<file path="config.mk">
export PLATFORM = sky130hd
export DESIGN_NAME = spi_frame_xcvr
export DESIGN_NICKNAME = d
export VERILOG_FILES = /design/src/rtl/spi_frame_pkg.sv /design/src/rtl/sync_2ff.sv /design/src/rtl/spi_frame_xcvr.sv
export SDC_FILE = /design/constraint.sdc
export NUM_CORES = 1
export LEC_CHECK = 0
export ABC_AREA = 1
export CORE_ASPECT_RATIO = 0.75
export CORE_MARGIN = 5
export CORE_UTILIZATION = 51
export CTS_BUF_LIST = sky130_fd_sc_hd__clkbuf_8
export DETAILED_ROUTE_END_ITERATION = 6
export MAX_ROUTING_LAYER = met4
export PLACE_DENSITY = 0.79
export SETUP_SLACK_MARGIN = 0.3
export SLEW_MARGIN = 20
export SYNTH_ARGS = -nofsm -noshare
export SYNTH_HDL_FRONTEND = slang
export SYNTH_SLANG_ARGS = --single-unit
</file>
<file path="constraint.sdc">
create_clock -name clk -period 5.65 [get_ports clk]
set_clock_uncertainty 0.2 [all_clocks]
set_input_delay 1.695 -clock clk [delete_from_list [all_inputs] [get_ports clk]]
set_output_delay 1.695 -clock clk [all_outputs]
set_load 0.1 [all_outputs]
</file>
<file path="src/rtl/spi_frame_pkg.sv">
// rtl/spi_frame_pkg.sv - shared types and sizing helpers for the SPI frame transceiver
package spi_frame_pkg;

    typedef enum logic [2:0] {
        ST_IDLE = 3'd0,
        ST_HDR  = 3'd1,
        ST_DATA = 3'd2,
        ST_DONE = 3'd3,
        ST_WAIT = 3'd4
    } state_t;

    // Total sampled bits in one frame: header, payload and optional parity bit.
    function automatic int frame_bits(input int hdr_w, input int nch, input int dw, input bit parity);
        return hdr_w + nch * dw + (parity ? 1 : 0);
    endfunction

    // Width of a counter that must hold the values 0..n inclusive.
    function automatic int cnt_width(input int n);
        return $clog2(n + 1);
    endfunction

endpackage

</file>
<file path="src/rtl/sync_2ff.sv">
// rtl/sync_2ff.sv - single-bit two-flop synchroniser with selectable reset value
// Ports:
//   clk  - destination clock
//   rstn - asynchronous active-low reset, both flops load RST_VAL
//   d    - asynchronous input
//   q    - synchronised output
module sync_2ff #(
    parameter bit RST_VAL = 1'b0
) (
    input  logic clk,
    input  logic rstn,
    input  logic d,
    output logic q
);

    logic meta;

    always_ff @(posedge clk or negedge rstn) begin
        if (!rstn) begin
            meta <= RST_VAL;
            q    <= RST_VAL;
        end else begin
            meta <= d;
            q    <= meta;
        end
    end

endmodule

</file>
<file path="src/rtl/spi_frame_xcvr.sv">
// rtl/spi_frame_xcvr.sv - SPI-slave frame receiver (header check + NCH samples) with DW-bit MISO return word
// Optional feature: SPI_PARITY_EN adds an even-parity bit after the payload and the par_err output.
// Ports:
//   clk, rstn    - system clock, asynchronous active-low reset
//   sck, cs, mosi- raw SPI inputs (asynchronous, cs active low, MSB first)
//   miso         - serial result word, MSB first, 0 when idle or exhausted
//   tx_data      - result word, captured when CS falls
//   rx_data      - received samples, channel 0 in the LSBs
//   frame_valid  - one-cycle strobe, rx_data carries the new frame in the same cycle
//   hdr_err      - one-cycle strobe, header mismatch
//   short_err    - one-cycle strobe, CS released before the frame completed
//   par_err      - one-cycle strobe, payload parity mismatch (SPI_PARITY_EN only)
module spi_frame_xcvr
    import spi_frame_pkg::*;
#(
    parameter int               DW       = 14,
    parameter int               NCH      = 3,
    parameter int               HDR_W    = 8,
    parameter logic [HDR_W-1:0] HDR_VAL  = 8'hA5,
    parameter bit               SCK_EDGE = 1'b0
) (
    input  logic                clk,
    input  logic                rstn,
    input  logic                sck,
    input  logic                cs,
    input  logic                mosi,
    output logic                miso,
    input  logic [DW-1:0]       tx_data,
    output logic [NCH*DW-1:0]   rx_data,
    output logic                frame_valid,
    output logic                hdr_err,
    output logic                short_err
`ifdef SPI_PARITY_EN
    ,
    output logic                par_err
`endif
);

`ifdef SPI_PARITY_EN
    localparam bit PAR_EN = 1'b1;
`else
    localparam bit PAR_EN = 1'b0;
`endif
    localparam int DATA_W     = NCH * DW;
    localparam int SR_W       = DATA_W + (PAR_EN ? 1 : 0);
    localparam int FRAME_BITS = frame_bits(HDR_W, NCH, DW, PAR_EN);
    localparam int CW         = cnt_width(FRAME_BITS);
    localparam int TCW        = cnt_width(DW);

    localparam logic [CW-1:0]  LAST_HDR = CW'(HDR_W - 1);
    localparam logic [CW-1:0]  LAST_BIT = CW'(FRAME_BITS - 1);
    localparam logic [CW-1:0]  CNT_MAX  = CW'(FRAME_BITS);
    localparam logic [TCW-1:0] TX_END   = TCW'(DW);

    logic sck_s, cs_s, mosi_s;
    logic sck_d, cs_d;

    sync_2ff #(.RST_VAL(1'b0)) u_sync_sck  (.clk(clk), .rstn(rstn), .d(sck),  .q(sck_s));
    sync_2ff #(.RST_VAL(1'b1)) u_sync_cs   (.clk(clk), .rstn(rstn), .d(cs),   .q(cs_s));
    sync_2ff #(.RST_VAL(1'b0)) u_sync_mosi (.clk(clk), .rstn(rstn), .d(mosi), .q(mosi_s));

    always_ff @(posedge clk or negedge rstn) begin
        if (!rstn) begin
            sck_d <= 1'b0;
            cs_d  <= 1'b1;
        end else begin
            sck_d <= sck_s;
            cs_d  <= cs_s;
        end
    end

    logic sck_rise, sck_fall, sample_edge, shift_edge, cs_fall, cs_rise;
    assign sck_rise    = sck_s & ~sck_d;
    assign sck_fall    = ~sck_s & sck_d;
    assign sample_edge = SCK_EDGE ? sck_fall : sck_rise;
    assign shift_edge  = SCK_EDGE ? sck_rise : sck_fall;
    assign cs_fall     = ~cs_s & cs_d;
    assign cs_rise     = cs_s & ~cs_d;

    state_t              state, state_n;
    logic [CW-1:0]       bit_cnt, cnt_n;
    logic [HDR_W-1:0]    hdr_sr, hdr_n, hdr_next;
    logic [SR_W-1:0]     data_sr, data_n;
    logic [DW-1:0]       tx_sr;
    logic [TCW-1:0]      tx_cnt;
    logic [DATA_W-1:0]   rx_q, rx_payload;
    logic                frame_ok, ld_tx, par_ok;

    always_ff @(posedge clk or negedge rstn) begin
        if (!rstn) begin
            state <= ST_IDLE;
        end else begin
            state <= state_n;
        end
    end

    always_comb begin
        state_n   = state;
        cnt_n     = bit_cnt;
        hdr_n     = hdr_sr;
        data_n    = data_sr;
        hdr_err   = 1'b0;
        short_err = 1'b0;
        frame_ok  = 1'b0;
        ld_tx     = 1'b0;
        hdr_next  = {hdr_sr[HDR_W-2:0], mosi_s};
        case (state)
            ST_IDLE: begin
                if (cs_fall) begin
                    state_n = ST_HDR;
                    cnt_n   = '0;
                    ld_tx   = 1'b1;
                end
            end
            ST_HDR: begin
                // CS release wins over a coincident sampling edge.
                if (cs_rise) begin
                    short_err = 1'b1;
                    state_n   = ST_IDLE;
                end else if (sample_edge) begin
                    hdr_n = hdr_next;
                    cnt_n = (bit_cnt == CNT_MAX) ? bit_cnt : bit_cnt + 1'b1;
                    if (bit_cnt == LAST_HDR) begin
                        if (hdr_next == HDR_VAL) begin
                            state_n = ST_DATA;
                        end else begin
                            hdr_err = 1'b1;
                            state_n = ST_WAIT;
                        end
                    end
                end
            end
            ST_DATA: begin
                if (cs_rise) begin
                    short_err = 1'b1;
                    state_n   = ST_IDLE;
                end else if (sample_edge) begin
                    data_n = {data_sr[SR_W-2:0], mosi_s};
                    cnt_n  = (bit_cnt == CNT_MAX) ? bit_cnt : bit_cnt + 1'b1;
                    if (bit_cnt == LAST_BIT) begin
                        state_n = ST_DONE;
                    end
                end
            end
            ST_DONE: begin
                if (cs_rise) begin
                    short_err = 1'b1;
                    state_n   = ST_IDLE;
                end else begin
                    frame_ok = 1'b1;
                    state_n  = ST_WAIT;
                end
            end
            ST_WAIT: begin
                if (cs_rise) begin
                    state_n = ST_IDLE;
                end
            end
            default: state_n = ST_IDLE;
        endcase
    end

    // The first sample on the wire sits in the top of data_sr; rx_data wants it in the LSBs.
    always_comb begin
        rx_payload = '0;
        for (int c = 0; c < NCH; c++) begin
            rx_payload[c*DW +: DW] = data_sr[SR_W-1-c*DW -: DW];
        end
    end

`ifdef SPI_PARITY_EN
    // Payload plus parity bit must XOR to zero for even parity.
    assign par_ok  = ~(^data_sr);
    assign par_err = frame_ok & ~par_ok;
`else
    assign par_ok  = 1'b1;
`endif

    assign frame_valid = frame_ok & par_ok;
    // New payload is forwarded during the strobe cycle and held in rx_q afterwards.
    assign rx_data     = frame_valid ? rx_payload : rx_q;

    always_ff @(posedge clk or negedge rstn) begin
        if (!rstn) begin
            bit_cnt <= '0;
            hdr_sr  <= '0;
            data_sr <= '0;
            rx_q    <= '0;
            tx_sr   <= '0;
            tx_cnt  <= '0;
        end else begin
            bit_cnt <= cnt_n;
            hdr_sr  <= hdr_n;
            data_sr <= data_n;
            if (frame_valid) begin
                rx_q <= rx_payload;
            end
            if (ld_tx) begin
                tx_sr  <= tx_data;
                tx_cnt <= '0;
            end else if (shift_edge && state != ST_IDLE) begin
                tx_sr  <= {tx_sr[DW-2:0], 1'b0};
                tx_cnt <= (tx_cnt == TX_END) ? tx_cnt : tx_cnt + 1'b1;
            end
        end
    end

    assign miso = (state != ST_IDLE) && !cs_s && (tx_cnt != TX_END) && tx_sr[DW-1];

endmodule

</file>
==> run metrics <==
vias in the first global route=3684; Seq/Total Area, Yosys=0.606; Placeable Area=just over 10000 um2; First-pass DRT Iterations=4; htree depth=4; first-pass GRT wire length=17400 um; die height=97.6 um; Syn Nets=575; peak supply drop=0.000355 V; I/O Buffers=64; final hold vios=0; Synth-to-Final Area Change=19.4%; Fmax=just over 200 MHz; Syn Inst Count=551; final wirelength=10200 um; Iteration-0 DRC Markers=236; Core Util, Final=0.615; Die W=127 um; #FFs+latches synth=126; Cell variety after synth=29; Fillers=810; Inserted Clock Buffers=17; RSZ-0062 raised after global routing=no; cts repair resizes=0; post-CTS setup buffers=0; final setup vio count=0; Worst-Margin Slew=1.00 ns; Sinks on Clock Net=126; Lkg Pwr=2.90 nW; outcome=finished clean; routed len/inst=13.3 um; vias per cell=just under 5; Reg clk slew, reported paths=approximately 0.080 ns; largest net degree at the start of global routing=85; initial antenna violation count=0; gpl congestion=approximately 0.87; dpl hpwl=about 6800 um; DRT antenna net count=0; Tot GR Track Use=0.178; total grt overflow=0; Longest Clk Path Bufs=2; layout cells sized above 1=0.151; HP Class=reg -> reg; crit end category=primary output; Ant. Diodes=0; CP Data Required Time=3.75 ns; DIE AREA=12400 um2; Initial Util=0.515; max-cap viol count=0; num ports=65; Setup TNS=0 ns; Slew Limit Fails=0; Worst Path Class, Setup=reg -> out; pwr/cell area=361 nW/um2; Synth Warn #=0; Root Driver=clkbuf_8; Hold-fix buffers, CTS=0; fraction of the cycle the final worst path needs=0.878; crit-path max FO=27; Rows=32; Worst EP arrival=~3 ns; Place WS=~1.0 ns; Worst setup SP type=flop; Slew Limit Headroom=0.332; mapped cell area=5210 um2; Vias=3741; post-route worst setup slack=0.690 ns; Post-route DRC=0; Tmin final=4.96 ns; final net count=639; Syn Area/Cell=9.46 um2; CTS tree=built; Worst-Skew Late Latency=approximately 0.42 ns
routing by layer:
| metal | vias up | routed length, um | global-route usage |
|---|---|---|---|
| li1 | 1879 | - | - |
| met1 | 1791 | 4830 | 0.238 |
| met2 | 65 | 4960 | 0.269 |
| met3 | 6 | 335 | 0.0544 |
| met4 | 0 | 55 | 0.0437 |
| met5 | - | 0 | - |
registers in the layout, indices dropped and copies added, names as in the netlist:
| name | flops |
|---|---|
| bit_cnt | 6 |
| cs_d | 1 |
| data_sr | 42 |
| hdr_sr | 7 |
| rx_q | 42 |
| sck_d | 1 |
| state | 3 |
| tx_cnt | 4 |
| tx_sr | 14 |
| u_sync_cs.meta | 1 |
| u_sync_cs.q | 1 |
| u_sync_mosi.meta | 1 |
| u_sync_mosi.q | 1 |
| u_sync_sck.meta | 1 |
| u_sync_sck.q | 1 |
final timing paths:
| path | start | to | slack [ns] | cells after the start |
|---|---|---|---|---|
| worst max-delay path | u_sync_cs.q | rx_data[34] | 0.69 | 8 |
| worst min-delay path | u_sync_cs.meta | u_sync_cs.q | 0.15 | 0 |
| worst max register to register | u_sync_cs.q | rx_q[27] | 3.28 | 7 |
| worst min register to register | u_sync_cs.meta | u_sync_cs.q | 0.15 | 0 |
| max in group asynchronous | rstn | bit_cnt[3] | 3.13 | 2 |
| min in group asynchronous | rstn | tx_sr[11] | 1.18 | 1 |
critical path: stages (launching register included):
cell	delay [ns]
dfstp_2	0.59
inv_2	0.04
nor2_2	0.17
inv_2	0.09
nand4_1	0.08
buf_4	0.25
nand2_1	0.09
o21ai_0	0.13
clkdlybuf4s50_1	1.19
cell type report:
class	count	area [um2]	share of cell area
Sequential cell	126	3160	0.507
Multi-Input combinational cell	324	1580	0.254
Timing Repair Buffer	69	603	0.0969
Inverter	77	289	0.0464
Clock buffer	18	248	0.0398
Clock inverter	14	176	0.0283
Tap cell	136	170	0.0273
kinds of logic (layout without fill, tap and decap cells):
logic type / after synthesis / after routing / synth area share
buffers and inverters: 101 / 178 / 0.0919
AO/OA/AOI/OAI: 125 / 125 / 0.130
AND/OR/NAND/NOR: 190 / 190 / 0.154
XOR/XNOR: 4 / 4 / 0.00672
adder cells (fa/ha/maj): 5 / 5 / 0.0120
flip-flops: 126 / 126 / 0.606
through the flow:
stage	power [mW]	cells	hold WS (ns)	area, um2
5_1_grt	2.37	764	0.151	6230
3_3_place_gp	1.41	732	0.147	5800
4_1_cts	2.27	764	0.154	6220
2_1_floorplan	1.34	551	0.131	5220
6_report	2.25	764	0.151	6230
3_5_place_dp	1.44	732	0.156	5800
cells in the mapped netlist:
cell type | n | area share
a21oi_1 | 4 | 0.0038
o221ai_1 | 5 | 0.0084
inv_1 | 72 | 0.052
nand2_4 | 2 | 0.0043
or2_2 | 1 | 0.0012
nor2_2 | 3 | 0.0036
o211ai_1 | 2 | 0.0029
nor3_1 | 2 | 0.0019
inv_2 | 5 | 0.0036
nor4_1 | 1 | 0.0012
nand2_2 | 6 | 0.0072
clkbuf_1 | 5 | 0.0036
buf_2 | 5 | 0.0048
nand2_1 | 135 | 0.097
dfstp_2 | 3 | 0.015
nand3_1 | 16 | 0.015
o21ai_0 | 74 | 0.071
o21ai_2 | 7 | 0.012
o21ai_1 | 32 | 0.031
dfrtp_1 | 123 | 0.59
xor2_1 | 4 | 0.0067
buf_6 | 11 | 0.024
o31ai_1 | 1 | 0.0014
buf_4 | 3 | 0.0043
and3_1 | 1 | 0.0012
nand3_2 | 2 | 0.0038
ha_1 | 5 | 0.012
nor2_1 | 18 | 0.013
nand4_1 | 3 | 0.0036
report_power, final:
part | total, mW | switching [mW] | internal, mW
clock network | 0.829 | 0.343 | 0.486
registers | 1.05 | 0.0548 | 1.00
logic | 0.364 | 0.247 | 0.118
total | 2.25 | 0.644 | 1.60
cell usage in the layout (no fill, tap or decap), drive strengths merged:
cell	n
clkinvlp	1
dlymetal6s2s	1
buf	36
o221ai	5
nand3	18
and3	1
dfstp	3
nor2	21
or2	1
o31ai	1
nand2	143
nor4	1
nand4	3
clkdlybuf4s50	32
xor2	4
ha	5
nor3	2
o21ai	113
inv	80
clkinv	6
o211ai	2
dfrtp	123
clkbuf	18
bufinv	4
a21oi	4
(Power assumes the default switching activity.)
